[src/rtl/mem_wb_pipe.sv]
`default_nettype none
// ============================================================================
// Module      : mem_wb_pipe
// Description : MEM/WB pipeline register built as a 2-entry skid buffer.
//               A main (output) register feeds the WB stage. A skid register
//               catches one extra entry when WB stalls. in_ready depends only
//               on registered state, so there is no combinational path from
//               out_ready to in_ready.
// Revision    : 1.0 - initial release
// ----------------------------------------------------------------------------
// Ports
//   clk, rst          : clock; synchronous active-high reset
//   flush             : drop every held entry at the next edge
//   in_valid/in_ready : MEM-side handshake
//   control_wb_in     : [1]=regwrite, [0]=memtoreg
//   read_data_in      : data-memory read value
//   alu_result_in     : ALU result
//   write_reg_in      : destination register index
//   out_valid/out_ready : WB-side handshake
//   regwrite          : write enable, gated by out_valid and a non-zero dest
//   memtoreg, read_data, mem_alu_result, mem_write_reg : held main entry
//   wb_data           : memtoreg ? read_data : mem_alu_result
//   count             : entries held (0..2)
// Optional (macro MEM_WB_PIPE_FWD_EN):
//   fwd_rs, fwd_rt    : source register indices to compare against
//   fwd_rs_hit, fwd_rt_hit, fwd_data : combinational forwarding result
// ============================================================================
module mem_wb_pipe #(
    parameter int DATA_W = 32,
    parameter int REG_W  = 5
) (
    input  logic              clk,
    input  logic              rst,
    input  logic              flush,
    input  logic              in_valid,
    output logic              in_ready,
    input  logic [1:0]        control_wb_in,
    input  logic [DATA_W-1:0] read_data_in,
    input  logic [DATA_W-1:0] alu_result_in,
    input  logic [REG_W-1:0]  write_reg_in,
    output logic              out_valid,
    input  logic              out_ready,
    output logic              regwrite,
    output logic              memtoreg,
    output logic [DATA_W-1:0] read_data,
    output logic [DATA_W-1:0] mem_alu_result,
    output logic [REG_W-1:0]  mem_write_reg,
    output logic [DATA_W-1:0] wb_data,
`ifdef MEM_WB_PIPE_FWD_EN
    input  logic [REG_W-1:0]  fwd_rs,
    input  logic [REG_W-1:0]  fwd_rt,
    output logic              fwd_rs_hit,
    output logic              fwd_rt_hit,
    output logic [DATA_W-1:0] fwd_data,
`endif
    output logic [1:0]        count
);

    // Packed entry layout: {ctrl[1:0], read_data, alu_result, write_reg}
    localparam int c_ENTRY_W = 2 + 2 * DATA_W + REG_W;

    logic [c_ENTRY_W-1:0] w_in_entry;
    logic [c_ENTRY_W-1:0] r_main;
    logic [c_ENTRY_W-1:0] r_skid;
    logic                 r_main_valid;
    logic                 r_skid_valid;
    logic                 w_in_hs;
    logic                 w_out_hs;
    logic                 w_load_main;
    logic                 w_load_skid;
    logic                 w_skid_to_main;
    logic [1:0]           w_ctrl;

    assign w_in_entry = {control_wb_in, read_data_in, alu_result_in, write_reg_in};

    assign in_ready = !r_skid_valid;
    assign w_in_hs  = in_valid && !r_skid_valid;
    assign w_out_hs = r_main_valid && out_ready;

    // An accepted entry goes straight to main whenever main is (or becomes)
    // free this cycle; otherwise it parks in skid. The skid can only be full
    // when in_ready is low, so skid->main and an input load never coincide.
    // Flush suppresses every load, including the data registers.
    assign w_skid_to_main = r_skid_valid && w_out_hs && !flush;
    assign w_load_main    = w_in_hs && (!r_main_valid || w_out_hs) && !flush;
    assign w_load_skid    = w_in_hs && r_main_valid && !w_out_hs && !flush;

    always_ff @(posedge clk) begin
        if (rst) begin
            r_main_valid <= 1'b0;
            r_skid_valid <= 1'b0;
        end else if (flush) begin
            r_main_valid <= 1'b0;
            r_skid_valid <= 1'b0;
        end else if (w_skid_to_main) begin
            r_main_valid <= 1'b1;
            r_skid_valid <= 1'b0;
        end else if (w_load_main) begin
            r_main_valid <= 1'b1;
        end else if (w_load_skid) begin
            r_skid_valid <= 1'b1;
        end else if (w_out_hs) begin
            r_main_valid <= 1'b0;
        end
    end

    // Data registers only change on a load; they keep their contents when
    // drained or flushed so the outputs hold their last value.
    always_ff @(posedge clk) begin
        if (rst) begin
            r_main <= '0;
            r_skid <= '0;
        end else begin
            if (w_skid_to_main) begin
                r_main <= r_skid;
            end else if (w_load_main) begin
                r_main <= w_in_entry;
            end
            if (w_load_skid) begin
                r_skid <= w_in_entry;
            end
        end
    end

    assign {w_ctrl, read_data, mem_alu_result, mem_write_reg} = r_main;

    assign out_valid = r_main_valid;
    assign memtoreg  = w_ctrl[0];
    // Register 0 is hard-wired zero, so writes to it are suppressed here.
    assign regwrite  = w_ctrl[1] && r_main_valid && (mem_write_reg != '0);
    assign wb_data   = w_ctrl[0] ? read_data : mem_alu_result;
    assign count     = {1'b0, r_main_valid} + {1'b0, r_skid_valid};

`ifdef MEM_WB_PIPE_FWD_EN
    assign fwd_rs_hit = regwrite && (mem_write_reg == fwd_rs);
    assign fwd_rt_hit = regwrite && (mem_write_reg == fwd_rt);
    assign fwd_data   = wb_data;
`endif

endmodule
`default_nettype wire

[config.mk]
export PLATFORM = sky130hd
export DESIGN_NAME = mem_wb_pipe
export DESIGN_NICKNAME = d
export VERILOG_FILES = /design/src/rtl/mem_wb_pipe.sv
export SDC_FILE = /design/constraint.sdc
export NUM_CORES = 1
export LEC_CHECK = 0
export BUFFER_PORTS_ARGS = -buffer_cell sky130_fd_sc_hd__buf_2
export CAP_MARGIN = 20
export CORE_UTILIZATION = 48
export DETAILED_ROUTE_END_ITERATION = 10
export PLACE_DENSITY = 0.76
export SETUP_SLACK_MARGIN = 0.5
export SYNTH_ARGS = -nofsm -noshare
export SYNTH_HDL_FRONTEND = slang
export SYNTH_SLANG_ARGS = --single-unit
[constraint.sdc]
create_clock -name clk -period 1.48 [get_ports clk]
set_input_delay 0.074 -clock clk [delete_from_list [all_inputs] [get_ports clk]]
set_output_delay 0.074 -clock clk [all_outputs]
set_load 0.1 [all_outputs]
==> results of run 1 <==
[repair_timing]
action                     in CTS
buffers inserted               44
hold endpoints to repair       74
cloned                         34
resized for setup             610
pin swaps                     119
setup endpoints to repair     251
hold buffers                   73
[cell families after synthesis]
| logic type | Yosys count |
|---|---|
| flops | 144 |
| fa+ha+maj | 1 |
| buf+inv | 164 |
| mux | 101 |
| simple gates | 86 |
| compound gates | 289 |
[metrics by stage]
stage	TNS [ns]	utilization [%]
2_1_floorplan	-12.06	-
3_3_place_gp	0	60.73
3_5_place_dp	-0.1199	60.73
4_1_cts	-8.083	93.11
[Yosys cell counts]
cell type	n
dfxtp_1	144
buf_4	75
a21oi_1	72
o21ai_0	72
nand3_1	71
clkbuf_1	70
a31oi_1	68
mux2i_1	68
a211oi_1	49
mux2_2	32
a211oi_2	20
buf_2	11
buf_6	4
a311oi_1	3
nand4_1	3
nor2_1	3
o31ai_1	3
inv_2	2
nand2b_1	2
nor2b_1	2
a2111oi_0	1
and3_1	1
clkbuf_2	1
ha_1	1
inv_1	1
mux2_4	1
nand4b_1	1
nand4bb_1	1
nor4bb_1	1
o311a_1	1
or3_1	1
==> summary.txt, run 1 <==
Post-Syn Nets -> 862
HPWL after DPL -> 13.30 mm
sequential element share of the synthesized area -> 40.16%
multiplexer area fraction after synthesis -> 14.71%
starting density of the core -> 49.20%
XOR/XNOR Fraction of Synth Area -> 0%
Simple-Gate Fraction of Synth Area -> 6.310%
YS warnings -> 0
outcome -> aborted with a tool error
post-synth top area share -> 40.16%
Num CTS Buffers -> 17
cell taking the most area after synthesis -> dfxtp_1
failing step -> global routing
cell count after synthesis -> 785
Mapped Area -> 0.007178 mm²
RD Place Congestion -> 0.8291
I/O pin total -> 183
Post-DP Area -> 0.008860 mm²
largest family of logic cells by synthesized area -> compound AO/OA/AOI/OAI gates
number of cell rows -> 44
CTS root buf -> clkbuf_16
port bufs -> 182
clock buffer depth -> 2
die height -> 124.3 µm
Post-Synth Adder-Cell Area -> 0.1743%
Worst endpoint type -> output port
Netlist cell types -> 31
Mean Syn Cell Area -> 9.144 µm²
Compound-Gate Fraction of Synth Area -> 25.52%
GR repair worst EP -> regwrite
flop and latch count out of synthesis -> 144
pin count of the biggest net entering global routing -> 60
synth top area cells -> dfxtp_1, mux2i_1, buf_4, a31oi_1, a211oi_1
Die X -> 124.3 µm
CTS H-tree lvls -> 4
pre-CTS WS -> -0.02133 ns
error msg -> [ERROR DPL-0038] Utilization greater than 100%, impossible to legalize
placed cell count -> 1039
clock sinks -> 144
==> run 2, diff against run 1 <==
--- a/config.mk
+++ b/config.mk
@@ -7,10 +7,9 @@
 export LEC_CHECK = 0
 export BUFFER_PORTS_ARGS = -buffer_cell sky130_fd_sc_hd__buf_2
 export CAP_MARGIN = 20
-export CORE_UTILIZATION = 48
+export CORE_UTILIZATION = 40
 export DETAILED_ROUTE_END_ITERATION = 10
-export PLACE_DENSITY = 0.76
-export SETUP_SLACK_MARGIN = 0.5
+export PLACE_DENSITY_LB_ADDON = 0.15
 export SYNTH_ARGS = -nofsm -noshare
 export SYNTH_HDL_FRONTEND = slang
 export SYNTH_SLANG_ARGS = --single-unit
==> constraint.sdc (replaced) <==
create_clock -name clk -period 1.9 [get_ports clk]
set_input_delay 0.095 -clock clk [delete_from_list [all_inputs] [get_ports clk]]
set_output_delay 0.095 -clock clk [all_outputs]
set_load 0.1 [all_outputs]
==> run 2 against run 1 <==
Effect of this change:
- the flow now finishes without violations
- area after synthesis did not move
- synthesized cell count did not move
==> summary.txt, run 2 <==
outcome -> finished clean (was aborted with a tool error)
commonest cells in the synthesized netlist -> dfxtp_1, buf_4, a21oi_1, o21ai_0, nand3_1 (unchanged)
Setup crit start kind -> flip-flop
total track usage -> 23.71%
pin count of the biggest net entering global routing -> 72
Pwr Density -> 987.2 mW/mm²
CP top delay family -> simple AND/OR/NAND/NOR gates
CTS H-tree lvls -> 4 (unchanged)
synth top area cells -> dfxtp_1, mux2i_1, buf_4, a31oi_1, a211oi_1 (unchanged)
vias in the first global route -> 6323
via count -> 6586
GR Overflow Total -> 0
worst path cell trace -> or3_1 -> o311a_1 -> buf_4
Num CTS Buffers -> 17 (unchanged)
YS warnings -> 0 (unchanged)
area delta synth->final -> 27.77%
CTS root buf -> clkbuf_16 (unchanged)
Post-Synth Adder-Cell Area -> 0.1743% (unchanged)
Worst Clk Skew -> 0.006577 ns
cell taking the most area after synthesis -> dfxtp_1 (unchanged)
number of cell rows -> 48 (was 44)
drt total wl -> 22.28 mm
most frequent cells in the layout -> buf_2, dfxtp_1, o21ai_0, a21oi_1, dlygate4sd3_1
layout net count -> 997
RD Place Congestion -> 0.7684 (was 0.8291)
clk_lat worst skew -> 0.42 ns
clock buffer depth -> 2 (unchanged)
die height -> 136.0 µm (was 124.3 µm)
area of the core -> 0.01742 mm²
Synth Flop Type -> dfxtp_1 (unchanged)
DIE AREA -> 0.01849 mm²
Final WS setup -> 0.06938 ns
Setup TNS -> 0 ns
leakage -> 0.004048 µW
Compound-Gate Fraction of Synth Area -> 25.52% (unchanged)
worst min path class -> in -> reg
Synth async-reset ratio -> 0% (unchanged)
starting density of the core -> 41.21% (was 49.20%)
commonest non-fill, non-tap cell in the layout -> buf_2
clock sinks -> 144 (unchanged)
Max-Cap Viols -> 0
Critical path buffers and inverters -> 1
Post-Syn Nets -> 862 (unchanged)
CTS tree -> done
Simple-Gate Fraction of Synth Area -> 6.310% (unchanged)
Rel. slew slack -> 57.48%
multiplexer area fraction after synthesis -> 14.71% (unchanged)
initial antenna violation count -> 2
port bufs -> 182 (unchanged)
final-report setup violation count -> 0
critical path endpoint category -> primary output
Mapped Area -> 0.007178 mm² (unchanged)
Worst-path clk slew -> 0.05 ns
post-synth top area share -> 40.16% (unchanged)
Initial DRC Count -> 488
RSZ-0062 raised after global routing -> no
DR WL/cell -> 19.21 µm
Tmin final -> 1.831 ns
Pre-antenna DRT Iters -> 5
sequential element share of the synthesized area -> 40.16% (unchanged)
vias per cell -> 5.678
slowest stage cell, crit path -> or3_1
Die X -> 136.0 µm (was 124.3 µm)
number of enable flip-flop cells after synthesis -> 0 (unchanged)
Netlist cell types -> 31 (unchanged)
I/O pin total -> 183 (unchanged)
largest family of logic cells by synthesized area -> compound AO/OA/AOI/OAI gates (unchanged)
HPWL after DPL -> 12.93 mm (was 13.30 mm)
cell count after synthesis -> 785 (unchanged)
highest ir drop seen on vdd -> 612.3 µV
first-pass GRT wire length -> 33.79 mm
final hold violation count -> 0
drt drc -> 0
share of post-route cells with drive strength above 1 -> 31.83%
pre-CTS WS -> 0.01408 ns (was -0.02133 ns)
WP data arrival -> 1.74 ns
Final Max Slew Viols -> 0
flop and latch count out of synthesis -> 144 (unchanged)
XOR/XNOR Fraction of Synth Area -> 0% (unchanged)
Mean Syn Cell Area -> 9.144 µm² (unchanged)
top-count cell post-synth -> dfxtp_1 (unchanged)
CP max stage delay -> 0.41 ns
Max Fclk -> 546.3 MHz
critical path required time -> 1.80 ns
period utilization -> 96.35%
critical path peak fanout -> 3
antenna-violating nets left -> 0
Worst Tran Pin Value -> 0.6378 ns
# fillers -> 1601
Worst Setup Path Type -> reg -> out
Largest regs -> r_main x71, r_skid x71
[run 2: cell counts after synthesis]
Identical to the previous run, type by type.
[run 2: path summary, 6_finish.rpt]
check	from	endpoint	slack, ns	depth (start not counted)
worst min-delay path	in_valid	r_skid_valid	0.10	3
worst max-delay path	r_main[0]	regwrite	0.07	3
worst max register to register	r_skid_valid	r_main[69]	0.32	3
worst min register to register	r_skid[49]	r_skid[49]	0.47	2
[run 2: layout make-up]
type	count	area (µm²)	share of cell area [%]
clock inverters	10	156.4	1.705
clock buffers	22	484.2	5.280
well taps	225	281.5	3.070
repair buffers	276	1934	21.09
inverters	3	11.26	0.1228
diodes	2	5.005	0.05457
multi-input cells	478	3408	37.16
flip-flops and latches	144	2890	31.51
[run 2: per-stage QoR]
step	power, µW	utilization, %	area (µm²)	hold WS [ns]	instances
after floorplan	5093	-	7186	0.2427	785
after global placement	5355	44.42	7736	0.3598	1050
after detailed placement	5377	44.42	7736	0.3671	1050
after CTS	9101	52.56	9155	0.08617	1157
after global routing	9359	52.66	9171	0.1240	1160
final	9054	52.66	9171	0.1034	1160
[run 2: worst register-to-register path, delay by kind of cell (launching register included)]
kind               cells  cell delay (ns)
DFF                    1             0.43
AOI/OAI and AO/OA      1             0.17
and+or+nand+nor        1             0.60
muxes                  1             0.24
[run 2: cell families after synthesis]
kind of cell	Yosys count
AO/OA/AOI/OAI	289
flip-flops	144
AND/OR/NAND/NOR	86
adder cells (fa/ha/maj)	1
buffers and inverters	164
multiplexers	101
[run 2: repair_timing]
| item | CTS | global route |
|---|---|---|
| gates cloned | 0 | 1 |
| endpoints found under the setup margin | 33 | 64 |
| hold endpoints to repair | 75 | 0 |
| hold buffers | 72 | 0 |
| pin swaps | 0 | 1 |
| buffers inserted | 3 | 0 |
| gates resized for setup | 1 | 1 |
[run 2: report_power, final]
group	total (µW)	switching, µW	internal [µW]
Sequential	3240	103	3140
Clock	3590	1260	2330
Combinational	2220	1710	514
Total	9050	3070	5980
[run 2: routing by layer]
metal | part of all wire, % | vias to the layer above | wire length (µm) | GRT usage (%)
met1 | 45 | 3205 | 10050 | 30.33
met2 | 48 | 234 | 10790 | 39.71
met4 | 1.2 | 0 | 259 | 6.481
met3 | 5.3 | 18 | 1178 | 5.556
met5 | 0 | - | 0 | 0
li1 | - | 3129 | - | -
No activity file was read; power rests on OpenSTA's default activity.
==> run 3, diff against run 2 <==
--- a/config.mk
+++ b/config.mk
@@ -6,10 +6,11 @@
 export NUM_CORES = 1
 export LEC_CHECK = 0
 export BUFFER_PORTS_ARGS = -buffer_cell sky130_fd_sc_hd__buf_2
-export CAP_MARGIN = 20
+export CAP_MARGIN = 30
 export CORE_UTILIZATION = 40
 export DETAILED_ROUTE_END_ITERATION = 10
 export PLACE_DENSITY_LB_ADDON = 0.15
+export SETUP_SLACK_MARGIN = 0.3
 export SYNTH_ARGS = -nofsm -noshare
 export SYNTH_HDL_FRONTEND = slang
 export SYNTH_SLANG_ARGS = --single-unit
==> run 3 against run 2 <==
Effect of this change:
- maximum frequency rose by 2.9%
- wire length rose by 7.5%
- global-route usage increased by 1.6 points
- critical endpoint is now wb_data[8]
- non-clock buffer count rose by 13
- register-to-register slack better by 0.05 ns
- worst hold slack lost 0.030 ns
- core utilization increased by 4.0 points
- critical path type unchanged
==> summary.txt, run 3 (synthesized netlist as in run 2, its figures left out) <==
vias in the first global route -> 6509 (was 6323)
Worst Setup Path Type -> reg -> out (unchanged)
drt total wl -> 23.96 mm (was 22.28 mm)
P_sw -> 3177 µW (was 3070 µW)
Worst-path clk slew -> 0.06 ns (was 0.05 ns)
Largest regs -> r_main x71, r_skid x71 (unchanged)
RSZ-0062 raised after global routing -> yes (was no)
Reg power frac -> 35.3% (was 35.8%)
Tmin final -> 1.779 ns (was 1.831 ns)
drt drc -> 0 (unchanged)
Final Max Slew Viols -> 0 (unchanged)
register area -> 0.002893 mm² (was 0.002890 mm²)
final-report setup violation count -> 0 (unchanged)
leakage -> 0.004284 µW (was 0.004048 µW)
highest ir drop seen on vdd -> 659.8 µV (was 612.3 µV)
CP max stage delay -> 0.41 ns (about the same)
Pre-antenna DRT Iters -> 5 (unchanged)
critical path peak fanout -> 8 (was 3)
pre-CTS WS -> 0.03577 ns (was 0.01408 ns)
port bufs -> 182 (unchanged)
DIE AREA -> 0.01849 mm² (unchanged)
period utilization -> 93.65% (was 96.35%)
Max Fclk -> 562.0 MHz (was 546.3 MHz)
Multi-input gate area -> 0.003505 mm² (was 0.003408 mm²)
pin count of the biggest net entering global routing -> 72 (unchanged)
WP data arrival -> 1.68 ns (was 1.74 ns)
R2R depth -> 6 (was 3)
Setup crit start kind -> flip-flop (unchanged)
via count -> 6814 (was 6586)
starting density of the core -> 41.21% (unchanged)
HPWL after DPL -> 12.86 mm (was 12.93 mm)
Worst Tran Pin Value -> 0.5679 ns (was 0.6378 ns)
critical path endpoint category -> primary output (unchanged)
cell mode on critical path -> buf_6
Logic pwr share -> 27.1% (was 24.5%)
share of post-route cells with drive strength above 1 -> 33.37% (was 31.83%)
Worst Clk Skew -> 0.008121 ns (was 0.006577 ns)
CTS H-tree lvls -> 4 (unchanged)
DR WL/cell -> 20.44 µm (was 19.21 µm)
initial antenna violation count -> 1 (was 2)
Clk pwr share -> 37.6% (was 39.7%)
layout net count -> 1011 (was 997)
outcome -> finished clean (unchanged)
CTS root buf -> clkbuf_16 (unchanged)
antenna-violating nets left -> 0 (unchanged)
Setup TNS -> 0 ns (unchanged)
CP top delay family -> buffers and inverters (was simple AND/OR/NAND/NOR gates)
GR Overflow Total -> 0 (unchanged)
critical path required time -> 1.80 ns (about the same)
worst min path class -> in -> reg (unchanged)
slowest stage cell, crit path -> dfxtp_4 (was or3_1)
most frequent cells in the layout -> buf_2, dfxtp_1, o21ai_0, a21oi_1, dlygate4sd3_1 (unchanged)
total track usage -> 25.36% (was 23.71%)
CTS tree -> done (unchanged)
area of the core -> 0.01742 mm² (unchanged)
Num CTS Buffers -> 17 (unchanged)
Die X -> 136.0 µm (unchanged)
clk_lat worst skew -> 0.43 ns (was 0.42 ns)
die height -> 136.0 µm (unchanged)
clock buffer depth -> 2 (unchanged)
Rel. slew slack -> 62.14% (was 57.48%)
final hold violation count -> 0 (unchanged)
Int Pwr -> 6014 µW (was 5983 µW)
n_diodes -> 0 (was 2)
area delta synth->final -> 37.46% (was 27.77%)
hold path cells -> 3 (unchanged)
Critical path buffers and inverters -> 4 (was 1)
# fillers -> 1545 (was 1601)
Pwr Density -> 931.4 mW/mm² (was 987.2 mW/mm²)
RD Place Congestion -> 0.7837 (was 0.7684)
clock sinks -> 144 (unchanged)
first-pass GRT wire length -> 35.79 mm (was 33.79 mm)
Stages on worst setup path -> 5 (was 3)
Max-Cap Viols -> 0 (unchanged)
vias per cell -> 5.814 (was 5.678)
commonest non-fill, non-tap cell in the layout -> buf_2 (unchanged)
switching share of power -> 34.57% (was 33.91%)
worst path cell trace -> buf_6 -> buf_16 -> buf_6 -> mux2_4 -> buf_12 (was or3_1 -> o311a_1 -> buf_4)
I/O pin total -> 183 (unchanged)
number of cell rows -> 48 (unchanged)
Initial DRC Count -> 511 (was 488)
Final WS setup -> 0.1206 ns (was 0.06938 ns)
## run 3: cell count changes in the layout (fill, tap and decap cells not counted), sizes merged
| cell | before | now |
|---|---|---|
| and3 | 2 | 3 |
| buf | 204 | 215 |
| bufbuf | 0 | 1 |
| bufinv | 4 | 3 |
| clkinv | 5 | 7 |
| diode | 2 | 0 |
## run 3: worst paths after layout
| check | slack, ns | endpoint | start |
|---|---|---|---|
| worst max register to register | 0.37 | r_main[9] | r_skid_valid |
| worst max-delay path | 0.12 | wb_data[8] | r_main[69] |
| worst min register to register | 0.47 | r_skid[9] | r_skid[9] |
| worst min-delay path | 0.07 | r_skid_valid | in_valid |
## run 3: final cells by class
type / instances / share of cell area (%)
tap: 225 / 2.853
clock buffer: 21 / 4.768
inverter: 3 / 0.1141
sequential: 144 / 29.32
multi-input combinational: 479 / 35.52
timing repair buffer: 289 / 26.05
clock inverter: 11 / 1.382
## run 3: worst register-to-register path: cells and delay by family, from the launching register on
family | cells | cell delay [ns]
AOI/OAI and AO/OA | 1 | 0.09
and+or+nand+nor | 1 | 0.10
DFF | 1 | 0.33
buffers and inverters | 3 | 0.59
muxes | 1 | 0.27
## run 3: through the flow
step	util (%)	total power [µW]	cells	instance area, µm²	hold WS, ns
after floorplan	-	5108	785	7244	0.2427
after detailed placement	44.57	5382	1048	7762	0.3684
after global placement	44.57	5366	1048	7762	0.3610
final	56.65	9190	1172	9867	0.07366
after global routing	56.65	9443	1172	9867	0.07916
after CTS	55.53	9150	1167	9672	0.05921
## run 3: what timing repair did
| action | in CTS | in global routing |
|---|---|---|
| setup buffers | 11 | 3 |
| gates cloned | 4 | 2 |
| setup endpoints to repair | 111 | 80 |
| hold endpoints to repair | 75 | 0 |
| hold buffers | 72 | 0 |
| pin swaps | 1 | 6 |
| gates resized for setup | 104 | 37 |
## run 3: power groups by stage
stage | Sequential (µW) | Combinational (µW) | Clock [µW]
finish | 3250 | 2490 | 3450
global placement | 3320 | 2050 | 0
global route | 3260 | 2580 | 3610
detailed placement | 3320 | 2060 | 0
CTS | 3240 | 2420 | 3490
floorplan | 3280 | 1830 | 0
## run 3: metal layers
layer	part of all wire (%)	GRT usage, %
met3	6.7	5.556
met2	47	40.50
met4	2.3	9.012
met5	0.054	0
met1	44	33.50
==> run 4, diff against run 3 <==
--- a/config.mk
+++ b/config.mk
@@ -5,6 +5,7 @@
 export SDC_FILE = /design/constraint.sdc
 export NUM_CORES = 1
 export LEC_CHECK = 0
+export ABC_AREA = 1
 export BUFFER_PORTS_ARGS = -buffer_cell sky130_fd_sc_hd__buf_2
 export CAP_MARGIN = 30
 export CORE_UTILIZATION = 40
==> run 4 against run 3 <==
Effect of this change:
- total power is 9.7% lower
- wire length decreased by 9.3%
- combinational power shrank 32%
- sequential power shrank 2%
- critical endpoint unchanged
- highest routed layer is now met4
==> summary.txt, run 4 <==
drt drc -> 0 (unchanged)
antenna-violating nets left -> 0 (unchanged)
final-report setup violation count -> 0 (unchanged)
Rel. slew slack -> 66.11% (was 62.14%)
slowest stage cell, crit path -> dfxtp_4 (unchanged)
clock sinks -> 144 (unchanged)
CP top delay family -> flip-flops (was buffers and inverters)
Num CTS Buffers -> 17 (unchanged)
hold path cells -> 2 (was 3)
Multi-input gate area -> 0.003326 mm² (was 0.003505 mm²)
I/O pin total -> 183 (unchanged)
Mean Syn Cell Area -> 7.808 µm² (was 9.144 µm²)
initial antenna violation count -> 0 (was 1)
share of post-route cells with drive strength above 1 -> 32.15% (was 33.37%)
DIE AREA -> 0.01980 mm² (was 0.01849 mm²)
via count -> 6891 (was 6814)
Synth async-reset ratio -> 0% (unchanged)
Max Fclk -> 604.5 MHz (was 562.0 MHz)
sequential element share of the synthesized area -> 37.45% (was 40.16%)
Worst Setup Path Type -> reg -> out (unchanged)
period utilization -> 87.06% (was 93.65%)
vias per cell -> 4.965 (was 5.814)
post-synth top area share -> 37.45% (was 40.16%)
YS warnings -> 0 (unchanged)
synth top area cells -> dfxtp_1, nand3_1, nand3_2, a21oi_1, inv_1 (was dfxtp_1, mux2i_1, buf_4, a31oi_1, a211oi_1)
R2R depth -> 6 (unchanged)
Mapped Area -> 0.007699 mm² (was 0.007178 mm²)
HPWL after DPL -> 13.04 mm (was 12.86 mm)
Setup crit start kind -> flip-flop (unchanged)
area of the core -> 0.01877 mm² (was 0.01742 mm²)
first-pass GRT wire length -> 34.30 mm (was 35.79 mm)
RD Place Congestion -> 0.7891 (was 0.7837)
Pwr Density -> 838.3 mW/mm² (was 931.4 mW/mm²)
CP max stage delay -> 0.39 ns (was 0.41 ns)
commonest non-fill, non-tap cell in the layout -> buf_2 (unchanged)
highest ir drop seen on vdd -> 609.5 µV (was 659.8 µV)
Post-DP Area -> 0.008238 mm² (was 0.007762 mm²)
n_diodes -> 0 (unchanged)
area delta synth->final -> 28.60% (was 37.46%)
Largest regs -> r_main x71, r_skid x71 (unchanged)
flop and latch count out of synthesis -> 144 (unchanged)
Stages on worst setup path -> 3 (was 5)
leakage -> 0.004335 µW (was 0.004284 µW)
Post-Syn Nets -> 1063 (was 862)
cell count after synthesis -> 986 (was 785)
Die X -> 140.7 µm (was 136.0 µm)
cell taking the most area after synthesis -> dfxtp_1 (unchanged)
commonest cells in the synthesized netlist -> inv_1, dfxtp_1, nand3_1 (was dfxtp_1, buf_4, a21oi_1, o21ai_0, nand3_1)
pin count of the biggest net entering global routing -> 79 (was 72)
final hold violation count -> 0 (unchanged)
clock buffer depth -> 2 (unchanged)
Setup TNS -> 0 ns (unchanged)
total track usage -> 22.09% (was 25.36%)
Synth Flop Type -> dfxtp_1 (unchanged)
layout net count -> 1220 (was 1011)
CTS root buf -> clkbuf_16 (unchanged)
met1 Resource Use GR -> 27.95% (was 33.50%)
starting density of the core -> 41.02% (was 41.21%)
GR Overflow Total -> 0 (unchanged)
global route hottest layer -> met2 (unchanged)
CTS tree -> done (unchanged)
RSZ-0062 raised after global routing -> yes (unchanged)
critical path peak fanout -> 14 (was 8)
Final Max Slew Viols -> 0 (unchanged)
critical path endpoint category -> primary output (unchanged)
number of enable flip-flop cells after synthesis -> 0 (unchanged)
most frequent cells in the layout -> buf_2, inv_1, nand3_1, dfxtp_1, a21oi_1 (was buf_2, dfxtp_1, o21ai_0, a21oi_1, dlygate4sd3_1)
outcome -> finished clean (unchanged)
drt total wl -> 21.74 mm (was 23.96 mm)
clk_lat worst skew -> 0.42 ns (was 0.43 ns)
CTS H-tree lvls -> 4 (unchanged)
worst min path class -> in -> reg (unchanged)
Tmin final -> 1.654 ns (was 1.779 ns)
Netlist cell types -> 25 (was 31)
critical path required time -> 1.80 ns (about the same)
Pre-antenna DRT Iters -> 5 (unchanged)
DR WL/cell -> 15.66 µm (was 20.44 µm)
# fillers -> 1847 (was 1545)
port bufs -> 182 (unchanged)
register area -> 0.002892 mm² (was 0.002893 mm²)
WP data arrival -> 1.56 ns (was 1.68 ns)
Final WS setup -> 0.2459 ns (was 0.1206 ns)
Initial DRC Count -> 389 (was 511)
Worst Tran Pin Value -> 0.5118 ns (was 0.5679 ns)
top-count cell post-synth -> inv_1 (was dfxtp_1)
worst path cell trace -> buf_12 -> mux2_2 -> buf_6 (was buf_6 -> buf_16 -> buf_6 -> mux2_4 -> buf_12)
pre-CTS WS -> 0.2887 ns (was 0.03577 ns)
met3 track demand over resource -> 3.702% (was 5.556%)
Max-Cap Viols -> 0 (unchanged)
die height -> 140.7 µm (was 136.0 µm)
Finished Cell Area -> 0.009901 mm² (was 0.009867 mm²)
Critical path buffers and inverters -> 2 (was 4)
number of cell rows -> 50 (was 48)
Worst Clk Skew -> 0.007802 ns (was 0.008121 ns)
Worst-path clk slew -> 0.06 ns (about the same)
vias in the first global route -> 6378 (was 6509)
met2 Use GR -> 38.15% (was 40.50%)
==> run 4: cell types whose count changed after synthesis, moves of 20 or more <==
cell and change:
clkbuf_1 -34, a211oi_2 -20, a21oi_1 +61, nand3_2 +70
nand3_1 +72, a211oi_1 -49, inv_1 +145, nand2_1 +75
a31oi_1 -68, mux2i_1 -68
==> run 4: where the power goes <==
part | total [µW] | internal [µW] | switching (µW) | leakage (µW)
sequential | 3170 | 3100 | 70.5 | 0.00117
clock | 3430 | 2150 | 1270 | 0.000302
combinational | 1700 | 476 | 1220 | 0.00286
total | 8300 | 5730 | 2570 | 0.00434
==> run 4: logic make-up after synthesis <==
| logic type | count (synthesis) | share of synthesized area, % |
|---|---|---|
| AOI/OAI and AO/OA | 214 | 14.35 |
| adders and majority gates | 1 | 0.1625 |
| buffers and inverters | 295 | 19.96 |
| DFF | 144 | 37.45 |
| muxes | 32 | 4.681 |
| and+or+nand+nor | 300 | 23.40 |
==> run 4: what timing repair did <==
action / CTS / global route
gates cloned: 1 / 1
pin swaps: 1 / 1
gates resized for setup: 68 / 3
hold buffers: 67 / 0
buffers inserted: 6 / 7
setup endpoints to repair: 98 / 58
endpoints found under the hold margin: 67 / 0
==> run 4: cell type report <==
| type | instances | area share (%) |
|---|---|---|
| sequential | 144 | 29.21 |
| timing repair buffer | 282 | 22.48 |
| tap | 234 | 2.957 |
| multi-input combinational | 549 | 33.59 |
| clock inverter | 3 | 0.4044 |
| inverter | 149 | 5.649 |
| clock buffer | 27 | 5.712 |
==> run 4: routing by layer <==
metal / vias up / wire length (µm)
li1: 3478 / -
met1: 3240 / 10150
met2: 153 / 10450
met3: 20 / 792
met4: 0 / 350
met5: - / 0
==> run 4: path summary, 6_finish.rpt <==
kind / to / from / slack, ns
setup / recovery: wb_data[8] / r_main[69] / 0.25
hold / removal: r_main[13] / rst / 0.02
setup reg to reg: r_main[39] / r_skid_valid / 0.47
hold reg to reg: r_skid[16] / r_skid[16] / 0.45
==> run 4: worst register-to-register path, stage by stage, from the launching register on <==
cell,delay (ns)
dfxtp_2,0.36
nor2_4,0.21
nand3_4,0.18
nand2_8,0.20
buf_12,0.20
nand3_2,0.09
a21oi_1,0.13
==> run 4: metrics by stage <==
stage | power [µW] | hold slack (ns) | utilization (%) | instances
3_5_place_dp | 4744 | 0.3962 | 43.89 | 1276
3_3_place_gp | 4739 | 0.3896 | 43.89 | 1276
4_1_cts | 8364 | 0.003147 | 52.36 | 1380
2_1_floorplan | 4520 | 0.2595 | - | 986
6_report | 8300 | 0.02051 | 52.75 | 1388
5_1_grt | 8588 | 0.01111 | 52.75 | 1388
